$ cat config.mk
export PLATFORM = sky130hd
export DESIGN_NAME = mem_access_unit
export DESIGN_NICKNAME = d
export VERILOG_FILES = /design/src/rtl/mips_def_pkg.sv /design/src/rtl/mem_access_unit_load_ext.sv /design/src/rtl/mem_access_unit.sv
export SDC_FILE = /design/constraint.sdc
export NUM_CORES = 1
export LEC_CHECK = 0
export ABC_AREA = 1
export CAP_MARGIN = 25
export CORE_MARGIN = 2
export CORE_UTILIZATION = 30
export CTS_CLUSTER_SIZE = 24
export DETAILED_ROUTE_END_ITERATION = 7
export PLACE_DENSITY = 0.66
export SETUP_SLACK_MARGIN = 0.02
export SKIP_CTS_REPAIR_TIMING = 1
export SYNTH_ARGS = -nofsm -noshare
export SYNTH_HDL_FRONTEND = slang
export SYNTH_SLANG_ARGS = --single-unit
$ cat constraint.sdc
create_clock -name clk -period 1.8 [get_ports clk]
set_clock_uncertainty 0.1 [all_clocks]
set_input_delay 0.36 -clock clk [delete_from_list [all_inputs] [get_ports clk]]
set_output_delay 0.36 -clock clk [all_outputs]
set_load 0.02 [all_outputs]
$ cat src/rtl/mips_def_pkg.sv
// mips_def: shared memory op codes and reset constants for the MIPS core
package mips_def;
  typedef enum logic [3:0] {
    OP_NONE = 4'd0,
    OP_LW   = 4'd1,
    OP_LH   = 4'd2,
    OP_LHU  = 4'd3,
    OP_LB   = 4'd4,
    OP_LBU  = 4'd5,
    OP_SW   = 4'd6,
    OP_SH   = 4'd7,
    OP_SB   = 4'd8
  } mem_op_t;
  localparam logic [31:0] PC_RESET = 32'h0000_3000;
endpackage

$ cat src/rtl/mem_access_unit_load_ext.sv
// load_ext: aligns the read word by byte offset and sign/zero-extends it per load op
//   rdata: word from memory, off: byte offset, op: M-stage op, data: extended result (0 for non-loads)
module load_ext
  import mips_def::*;
(
  input  logic [31:0] rdata,
  input  logic [1:0]  off,
  input  mem_op_t     op,
  output logic [31:0] data
);
  logic [31:0] sh;
  always_comb begin
    sh = rdata >> {off, 3'b000};
    data = op == OP_LW  ? sh :
           op == OP_LH  ? {{16{sh[15]}}, sh[15:0]} :
           op == OP_LHU ? {16'b0, sh[15:0]} :
           op == OP_LB  ? {{24{sh[7]}}, sh[7:0]} :
           op == OP_LBU ? {24'b0, sh[7:0]} : 32'b0;
  end
endmodule

$ cat src/rtl/mem_access_unit.sv
// mem_access_unit: M stage of the MIPS pipeline; E/M and M/W registers, data bus drive, load extend
//   E-side: e_valid/e_mem_op/e_addr/e_rt_data/e_rt_addr/e_pc captured every edge
//   W-side forwarding: w_fwd_we/w_fwd_addr/w_fwd_data patch the store source in M
//   Bus: m_data_addr/m_data_wdata/m_data_byteen out, m_data_rdata in, m_inst_addr, m_align_err
//   W outputs: w_load_en/w_load_data/w_inst_addr
module mem_access_unit
  import mips_def::*;
#(
  parameter int          DATA_W   = 32,
  parameter logic [31:0] PC_RESET = mips_def::PC_RESET
) (
  input  logic              clk,
  input  logic              reset,
  input  logic              e_valid,
  input  logic [3:0]        e_mem_op,
  input  logic [DATA_W-1:0] e_addr,
  input  logic [DATA_W-1:0] e_rt_data,
  input  logic [4:0]        e_rt_addr,
  input  logic [DATA_W-1:0] e_pc,
  input  logic              w_fwd_we,
  input  logic [4:0]        w_fwd_addr,
  input  logic [DATA_W-1:0] w_fwd_data,
  output logic [DATA_W-1:0] m_data_addr,
  output logic [DATA_W-1:0] m_data_wdata,
  output logic [3:0]        m_data_byteen,
  input  logic [DATA_W-1:0] m_data_rdata,
  output logic [DATA_W-1:0] m_inst_addr,
  output logic              m_align_err,
  output logic              w_load_en,
  output logic [DATA_W-1:0] w_load_data,
  output logic [DATA_W-1:0] w_inst_addr
);
  mem_op_t           m_op;
  logic [DATA_W-1:0] m_rt_data, rt, ext;
  logic [4:0]        m_rt_addr;
  logic [1:0]        off;
  logic              is_load;
  always_ff @(posedge clk) begin
    if (reset) begin
      m_op        <= OP_NONE;
      m_data_addr <= '0;
      m_rt_data   <= '0;
      m_rt_addr   <= '0;
      m_inst_addr <= PC_RESET;
      w_load_en   <= 1'b0;
      w_load_data <= '0;
      w_inst_addr <= PC_RESET;
    end else begin
      m_op        <= (e_valid && e_mem_op <= 4'd8) ? mem_op_t'(e_mem_op) : OP_NONE;
      m_data_addr <= e_addr;
      m_rt_data   <= e_rt_data;
      m_rt_addr   <= e_rt_addr;
      m_inst_addr <= e_pc;
      w_load_en   <= is_load && !m_align_err;
      w_load_data <= (is_load && !m_align_err) ? ext : '0;
      w_inst_addr <= m_inst_addr;
    end
  end
  always_comb begin
    off = m_data_addr[1:0];
    rt = (w_fwd_we && w_fwd_addr != 5'd0 && w_fwd_addr == m_rt_addr) ? w_fwd_data : m_rt_data;
    is_load = m_op inside {OP_LW, OP_LH, OP_LHU, OP_LB, OP_LBU};
    m_align_err = (m_op inside {OP_LW, OP_SW} && off != 2'd0) ||
                  (m_op inside {OP_LH, OP_LHU, OP_SH} && off[0]);
    m_data_byteen = m_align_err     ? 4'b0000 :
                    m_op == OP_SW   ? 4'b1111 :
                    m_op == OP_SH   ? (off[1] ? 4'b1100 : 4'b0011) :
                    m_op == OP_SB   ? 4'(4'b0001 << off) : 4'b0000;
    m_data_wdata = m_align_err   ? rt :
                   m_op == OP_SH ? {2{rt[15:0]}} :
                   m_op == OP_SB ? {4{rt[7:0]}} : rt;
  end
  load_ext u_load_ext (
    .rdata(m_data_rdata),
    .off  (off),
    .op   (m_op),
    .data (ext)
  );
endmodule

==> run summary <==
First-pass GRT wire length - 35010 um
Core box area - 21760 um2
Synthesized net count - 1091
RD Place Congestion - 0.9134
Worst Path Arrival - 1.96 ns
Worst slew pin tran - 0.4142 ns
Longest Clk Path Bufs - 2
P_leak - 7.729 nW
Number of max-cap violations - 0
Final period utilization - 1.344
YS warnings - 0
Crit Path Class - reg2out
Cell Area, Synth - 6631 um2
Syn avg cell area - 7.263 um2
TritonCTS clock tree - yes
Sum Neg Setup Slack - -20.58 ns
Residual DRC - 0
Area grow syn2layout - 84.38%
RSZ-0062 raised after global routing - true
Root buffer cell - clkbuf_16
1st-iter DRT viols - 253
Max Slew Vio Count - 0
Die Area - 23310 um2
Worst vdd ir - 0.0005516 V
Clock Latency Late Sink - 0.43 ns
Total Nets Final - 1478
Drt pass-1 iters - 5
IO Pins - 344
Status - complete, but fails checks
Gate Count Post-Synth - 913
Utilization after layout - 0.5620
HP Class - in2reg
Num rows - 54
Count of cell types in the netlist - 32
Fin. Hold Viols - 0
FF+latch count, synth - 170
Power consumption - 9.446 mW
Final setup viols - 37
Htree depth - 4
Post-synthesis sequential area ratio - 0.5132
Die H - 152.7 um
CP Max Fanout - 6
Vias in the first global route - 6697
Starting Density - 0.3048
ANT nets after route - 0
Final WL - 23430 um
CTS Buf Count - 17
Setup crit end kind - output port
Placement Setup Slack - -1.194 ns
Max frequency - 413.3 MHz
P per Cell Area - 772.6 nW/um2
Routed vias/inst - 4.324
Crit path launch type - flop
GRT Overall Usage - 0.1885
Final Worst Setup Slack - -0.6194 ns
Failing checks - setup timing
Layout cells sized above 1 - 0.1912
Total gr overflow - 0
Port bufs - 343
Normalized max-slew margin - 0.7213
Post-DR wirelength/cell - 14.69 um
Routed via count - 6897
Crit path required time - 1.34 ns
Largest net degree at the start of global routing - 76
Clock sinks - 170
Tmin final - 2.419 ns
Antenna violations before repair - 4
DP HPWL - 17210 um
Chip width - 152.7 um
Clk pin slew, worst setup/hold paths - 0.08 ns
==> layout by cell type, fill, tap and decap left out, types with 2 or more instances in the layout <==
cell / count
dfxtp_2: 3
dfxtp_4: 3
or2_2: 4
dlymetal6s2s_1: 132
nand3_2: 25
nand2_4: 5
o221ai_1: 7
inv_6: 5
nand3_4: 3
inv_4: 2
clkbuf_16: 19
clkdlybuf4s50_1: 173
nor2_1: 144
nor2_4: 8
buf_4: 58
buf_12: 10
nand2_1: 126
and2_4: 2
nand2_2: 34
o21ai_0: 8
o21ai_1: 7
o21ai_2: 4
and2_1: 6
dfxtp_1: 164
nand3_1: 35
inv_1: 212
a21oi_1: 15
inv_8: 4
buf_2: 3
buf_6: 27
o221ai_4: 2
inv_2: 15
o21ai_4: 3
a31oi_1: 7
clkinv_8: 5
diode_2: 2
nand4_1: 24
==> cell usage after synthesis <==
cell type / n / area (um2)
o221ai_1: 7 / 61.31
nor3_4: 1 / 16.27
nor2_4: 3 / 33.78
buf_6: 2 / 22.52
a31oi_1: 7 / 43.79
o21ai_1: 3 / 15.01
inv_2: 15 / 56.30
a21oi_1: 15 / 75.07
buf_4: 3 / 22.52
buf_1: 1 / 3.750
o21ai_0: 18 / 90.09
or2_2: 4 / 25.02
nor2_1: 147 / 551.8
dfxtp_1: 170 / 3403
buf_2: 9 / 45.04
nand4_1: 24 / 150.1
clkbuf_1: 23 / 86.33
o221ai_2: 2 / 30.03
nor4_1: 1 / 6.260
inv_1: 213 / 799.5
inv_4: 2 / 12.51
nand2_1: 161 / 604.3
nand4_4: 1 / 21.27
o21ai_2: 1 / 8.760
and2_1: 8 / 50.05
nand2_4: 1 / 11.26
nand3_2: 3 / 30.03
nor2_2: 2 / 12.51
o31ai_1: 2 / 15.01
xor2_1: 1 / 8.760
nand2_2: 3 / 18.77
nand3_1: 60 / 300.3
==> worst paths after layout <==
kind | start | endpoint | slack, ns | depth (start not counted)
max | m_rt_addr[4] | m_data_wdata[27] | -0.62 | 12
min | reset | w_inst_addr[27] | 0.15 | 2
max reg2reg | m_data_addr[0] | w_load_data[23] | 0.08 | 10
min reg2reg | m_inst_addr[27] | w_inst_addr[27] | 0.31 | 2
==> report_power, final <==
part / internal [mW] / switching, mW
logic: 0.860 / 0.813
clock network: 2.02 / 1.78
registers: 3.92 / 0.0558
==> critical path, stage by stage (launching register included) <==
cell and delay, ns:
dfxtp_2 0.35, inv_2 0.04, nand2_1 0.04, nand2_1 0.04, inv_1 0.06, nand2_2 0.06
nor2_4 0.19, buf_6 0.15, clkbuf_16 0.14, nand4_1 0.12, nand3_2 0.09, nand3_2 0.08
buf_4 0.16
==> registers in the layout, indices dropped and copies added (netlist names) <==
signal and flops:
m_data_addr 32, m_inst_addr 32, m_op 4, m_rt_addr 5
m_rt_data 32, w_inst_addr 32, w_load_data 32, w_load_en 1
==> per-layer routing <==
metal  GRT usage  vias to the layer above  wire (um)
met5           0                        -         27
met4     0.06746                        4        461
met3     0.06826                       40       1930
met2      0.3126                      280      11460
met1      0.2250                     3094       9551
li1            -                     3479          -
==> logic make-up (layout without fill, tap and decap cells) <==
logic type,count (synthesis),in the layout,synth area share
DFF,170,170,0.5132
other,0,2,0
xor gates and xnor gates,1,1,0.001321
and+or+nand+nor,419,419,0.2762
AOI/OAI and AO/OA,55,55,0.05113
buffers and inverters,268,668,0.1581
==> cell type report <==
cell class / instances / area [um2]
flip-flops and latches: 170 / 3418
fillers: 2046 / 9529
inverters: 230 / 875.8
clock buffers: 17 / 425.4
repair buffers: 406 / 4393
diodes: 2 / 5.005
multi-input cells: 475 / 2561
well taps: 280 / 350.3
clock inverters: 15 / 197.7
==> through the flow <==
step / hold WS, ns / instance area (um2) / cells
2_1_floorplan: 0.3570 / 6795 / 913
3_3_place_gp: 0.3044 / 10800 / 1544
3_5_place_dp: 0.3115 / 10800 / 1544
4_1_cts: 0.1428 / 11420 / 1576
5_1_grt: 0.1469 / 12220 / 1594
6_report: 0.1527 / 12230 / 1595
(Power assumes the default switching activity.)
